===== src/rtl/ula_datapath.sv =====
// Register/ALU datapath executing the load / add / shift / store step sequence
// on X, Y and Z, with a sequence tracker that rejects out-of-order step codes.
module ula_datapath #(
    parameter int W = 8
) (
    input  logic         clk,
    input  logic         rst_n,
    input  logic         en,
    input  logic [2:0]   count,
    input  logic [W-1:0] val,
    output logic [W-1:0] x_q,
    output logic [W-1:0] y_q,
    output logic [W-1:0] z_q,
    output logic [W-1:0] result,
    output logic         result_valid,
    output logic         carry,
    output logic         seq_err
);

    typedef enum logic [2:0] {
        S_LOAD  = 3'b000,
        S_OPND  = 3'b001,
        S_ADD   = 3'b010,
        S_SHIFT = 3'b011,
        S_STORE = 3'b100
    } step_t;

    step_t        exp_reg, exp_next;
    logic [W-1:0] x_reg, x_next;
    logic [W-1:0] y_reg, y_next;
    logic [W-1:0] z_reg, z_next;
    logic         carry_reg, carry_next;
    logic         err_reg, err_next;
    logic         valid_reg, valid_next;
    logic [W:0]   sum;
    logic         accept;

    assign sum    = {1'b0, x_reg} + {1'b0, y_reg};
    // Codes 101..111 can never equal exp_reg, so they always fall through to reject.
    assign accept = en && ((count == S_LOAD) || (count == exp_reg));

    always_ff @(posedge clk or negedge rst_n) begin
        if (!rst_n) begin
            exp_reg   <= S_LOAD;
            x_reg     <= '0;
            y_reg     <= '0;
            z_reg     <= '0;
            carry_reg <= 1'b0;
            err_reg   <= 1'b0;
            valid_reg <= 1'b0;
        end else begin
            exp_reg   <= exp_next;
            x_reg     <= x_next;
            y_reg     <= y_next;
            z_reg     <= z_next;
            carry_reg <= carry_next;
            err_reg   <= err_next;
            valid_reg <= valid_next;
        end
    end

    always_comb begin
        exp_next   = exp_reg;
        x_next     = x_reg;
        y_next     = y_reg;
        z_next     = z_reg;
        carry_next = carry_reg;
        err_next   = err_reg;
        valid_next = 1'b0;
        if (accept) begin
            case (count)
                3'b000: begin
                    x_next     = val;
                    y_next     = '0;
                    carry_next = 1'b0;
                    err_next   = 1'b0;
                    exp_next   = S_OPND;
                end
                3'b001: begin
                    y_next   = val;
                    exp_next = S_ADD;
                end
                3'b010: begin
                    {carry_next, y_next} = sum;
                    exp_next             = S_SHIFT;
                end
                3'b011: begin
                    y_next     = {carry_reg, y_reg[W-1:1]};
                    carry_next = 1'b0;
                    exp_next   = S_STORE;
                end
                3'b100: begin
                    z_next     = y_reg;
                    x_next     = '0;
                    y_next     = '0;
                    valid_next = 1'b1;
                    exp_next   = S_LOAD;
                end
                default: begin
                end
            endcase
        end else if (en) begin
            err_next = 1'b1;
        end
    end

    assign x_q          = x_reg;
    assign y_q          = y_reg;
    assign z_q          = z_reg;
    assign result       = z_reg;
    assign result_valid = valid_reg;
    assign carry        = carry_reg;
    assign seq_err      = err_reg;

endmodule


===== config.mk =====
export PLATFORM = sky130hd
export DESIGN_NAME = ula_datapath
export DESIGN_NICKNAME = d
export VERILOG_FILES = /design/src/rtl/ula_datapath.sv
export SDC_FILE = /design/constraint.sdc
export NUM_CORES = 1
export LEC_CHECK = 0
export ABC_AREA = 1
export ABC_CLOCK_PERIOD_IN_PS = 2300
export CORE_ASPECT_RATIO = 0.8
export CORE_UTILIZATION = 49
export DETAILED_ROUTE_END_ITERATION = 10
export HOLD_SLACK_MARGIN = 0.1
export PLACE_DENSITY = 0.8
export SYNTH_ARGS = -nofsm -noshare
export SYNTH_HDL_FRONTEND = slang
export SYNTH_SLANG_ARGS = --single-unit

===== constraint.sdc =====
create_clock -name clk -period 2.3 [get_ports clk]
set_clock_uncertainty 0.05 [all_clocks]
set_input_delay 0.345 -clock clk [delete_from_list [all_inputs] [get_ports clk]]
set_output_delay 0.345 -clock clk [all_outputs]
set_load 0.01 [all_outputs]

==> metrics list <==
- Final nets: 326
- Placer congestion estimate: 0.9216
* Setup repair after global routing missed its margin: no
* Critical path data arrival time: 2.02 ns
- Once layout is complete, the utilization of the core stands at 0.6968.
* Initial antenna violation count: 0
- Area inside the core boundary: 0.003566 mm²
* Final setup violation count: 0
- Number of global-route vias before repair: 1667
* Seq. cell area: 750.7 µm²
- Footprint of the multi-input gates: 978.4 µm²
- Fill cells in the final layout number 296.
- In the final routed layout, each cell accounts on average for 13.47 µm.
- Static leakage: 1.259 nW
- Synthesized net count: 277
- Kind of capture point of the worst setup path: flop
- Synthesized flop and latch total: 30
- Most used cell, CP: sky130_fd_sc_hd__nand2_1
- Of the available clock period, the critical path in the final layout requires 0.8255.
- DIE HEIGHT: 57.80 µm
* Leading cell type in the layout, fill and taps excluded: sky130_fd_sc_hd__nand2_1
- In the layout the commonest cells are sky130_fd_sc_hd__nand2_1 (95), sky130_fd_sc_hd__clkdlybuf4s50_1 (48), sky130_fd_sc_hd__dfrtp_1 (30).
- Final setup TNS: 0 ns
- The share of the Yosys chip area taken by registers is 0.3937.
- Number of input and output port buffers inserted: 48
- The worst hold path belongs to the class in2async.
- Gates resized during post-CTS repair numbered 0.
- Required time of the critical path: 2.42 ns
- In the global route stage, overall resource usage came out at 0.2505.
* Crit path largest cell delay: 0.71 ns
* Count of final max-slew check failures: 0
* Synth Instances: 254
- Peak fanout along the critical path: 9
- Mean cell area of the mapped netlist: 7.507 µm²
* Cells along the critical path: clkdlybuf4s50_1, nand2_1, nand2_1, nand3_2, a21oi_2, nand3_2, nand2_1, nand2_1
* Peak supply drop: 0.5803 mV
* Library cell with the largest summed area after synthesis: sky130_fd_sc_hd__dfrtp_1
- The die covers 0.004147 mm².
* First-pass GRT wire length: 7783 µm
* # placed instances: 338
- Clock tree synthesis selected as its root buffer the cell sky130_fd_sc_hd__clkbuf_8.
- Worst-margin pin slew: 0.5218 ns
- Largest net degree at the start of global routing: 31
- The later pin in the worst-skew pair is clocked with a latency of 0.29 ns.
- Non-filler instance count after layout: 346
- Counting along the longest clock path gives a buffer depth of 2.
- The first routing iteration left 89 violations.
* Worst slew margin relative to its limit: 0.6518
* Largest delay contributor family on the critical path: simple AND/OR/NAND/NOR gates
- Crit path max-delay cell type: sky130_fd_sc_hd__clkdlybuf4s50_1
- Sum of routed wire length over all layers: 4662 µm
- Min cycle time layout: 1.899 ns
- Summing every instance area after synthesis gives 0.001907 mm².
- The initialized floorplan defines 19 standard-cell rows.
* Number of unique standard cell types used by synthesis: 28
- 0 antenna diodes ended up in the layout.
* Fmax: 526.7 MHz
- Clock-pin slew was measured on the worst setup and hold paths at 0.07 ns.
* Number of buffers and inverters on the critical path: 1
- The area growth from synthesis to layout is 30.31%.
- Total DRC errors in the routed layout: 0
- Worst Slack Setup Final: 0.4013 ns
- Post-CTS Repair Setup Buffers: 0
- The floorplan step set the die width to 71.75 µm.
* Start-to-end type of the worst setup path: in2reg
- Dividing total power by cell area gives a power density of 1208 mW/mm².
- Kind of start point of the critical path: primary input
* Via count: 1871
- Number of hold buffers added after CTS: 0
- Pre-CTS setup slack: 0.1366 ns
- The flow ran to the end, and the final reports show no timing, DRC or antenna violations.
- Vias/cell: 5.408
- Detailed-placement wirelength estimate: 3382 µm
- 1st-pass router iterations: 5
- Clock tree from TritonCTS: done
- Of the cells placed in the final design, the portion with a size suffix greater than 1 is 0.1053.
- Remaining global-route overflow: 0
- Final hold viol count: 0
- Clock H-tree levels: 2
* Largest cells by area after synthesis: sky130_fd_sc_hd__dfrtp_1 (39%), sky130_fd_sc_hd__nand2_1 (19%), sky130_fd_sc_hd__nand3_1 (7.1%)
* Number of max-capacitance violations reported: 0
* CTS buffer count: 5
- Pwr Total: 3.001 mW
- Yosys top cell area share: 0.3937
- Number of top-level pins: 49
- Once detail routing completed, the nets flagged for antenna violations numbered 0.
- For this configuration, the core starts out at a cell density of 0.5347.
- CTS Sinks: 30
- Yosys warnings: 0
[routing by layer]
metal | global-route usage | wire [µm] | up-vias
li1 | - | - | 911
met1 | 0.3525 | 2140 | 864
met2 | 0.3881 | 2140 | 90
met3 | 0.06435 | 331 | 6
met4 | 0.06723 | 49 | 0
met5 | 0 | 0 | -
[worst register-to-register path: stages, from the launching register on]
cell	delay, ns
sky130_fd_sc_hd__dfrtp_1	0.39
sky130_fd_sc_hd__ha_1	0.18
sky130_fd_sc_hd__inv_1	0.05
sky130_fd_sc_hd__fa_1	0.36
sky130_fd_sc_hd__inv_1	0.09
sky130_fd_sc_hd__nand2_1	0.07
sky130_fd_sc_hd__nand2_1	0.07
sky130_fd_sc_hd__nand3_1	0.11
sky130_fd_sc_hd__nand2_1	0.08
sky130_fd_sc_hd__nand2_1	0.05
sky130_fd_sc_hd__nand3_1	0.07
sky130_fd_sc_hd__nand2_1	0.05
sky130_fd_sc_hd__nand2_1	0.05
sky130_fd_sc_hd__nand2_1	0.05
[synth_stat cells]
library cell and instances:
sky130_fd_sc_hd__a21oi_2 1, sky130_fd_sc_hd__or2_2 3, sky130_fd_sc_hd__o21ai_0 12, sky130_fd_sc_hd__nor2_4 1, sky130_fd_sc_hd__inv_2 2, sky130_fd_sc_hd__ha_1 8, sky130_fd_sc_hd__o21ai_1 1, sky130_fd_sc_hd__nand2_1 95
sky130_fd_sc_hd__nand2_4 1, sky130_fd_sc_hd__xnor2_1 1, sky130_fd_sc_hd__buf_4 8, sky130_fd_sc_hd__nand3_4 1, sky130_fd_sc_hd__o21ai_2 3, sky130_fd_sc_hd__nand3_2 2, sky130_fd_sc_hd__dfrtp_1 30, sky130_fd_sc_hd__nor2_8 1
sky130_fd_sc_hd__nand4_1 2, sky130_fd_sc_hd__fa_1 1, sky130_fd_sc_hd__nand3_1 27, sky130_fd_sc_hd__buf_2 1, sky130_fd_sc_hd__a21oi_1 10, sky130_fd_sc_hd__a21o_1 1, sky130_fd_sc_hd__nand3b_1 3, sky130_fd_sc_hd__inv_1 22
sky130_fd_sc_hd__nand2_2 1, sky130_fd_sc_hd__buf_6 2, sky130_fd_sc_hd__nor2_2 3, sky130_fd_sc_hd__nor2_1 11
[cell families after synthesis]
logic type | share of synthesized area
adders and majority gates | 0.06299
xor gates and xnor gates | 0.004594
and+or+nand+nor | 0.3629
DFF | 0.3937
buffers and inverters | 0.09318
AOI/OAI and AO/OA | 0.08268
[where the power goes]
group	total [mW]	switching (mW)	internal (mW)
registers	0.935	0.206	0.730
logic	1.61	0.817	0.797
clock network	0.451	0.211	0.240
total	3.00	1.23	1.77
[cell type report]
type,instances,area share
Clock buffer,6,0.03323
Tap cell,42,0.02115
Sequential cell,30,0.3021
Multi-Input combinational cell,189,0.3938
Timing Repair Buffer,53,0.2085
Inverter,24,0.03625
Clock inverter,2,0.005035
[path summary, 6_finish.rpt]
check | startpoint | endpoint | slack, ns | cells past startpoint
max | count[0] | result[7] | 0.40 | 8
min | rst_n | x_q[2] | 0.40 | 2
max reg2reg | y_q[0] | y_q[6] | 0.46 | 13
min reg2reg | result[0] | result[0] | 0.44 | 2
max in group asynchronous | rst_n | result[5] | 1.50 | 2
min in group clk | result[0] | result[0] | 0.44 | 2
[per-stage QoR]
step                cell area (µm²)  hold slack (ns)
floorplan                      1907       -0.0005911
CTS                            2485           0.4139
global route                   2485           0.4419
global placement               2390           0.4273
finish                         2485           0.3979
detailed placement             2390           0.4327
(Power assumes the default switching activity.)
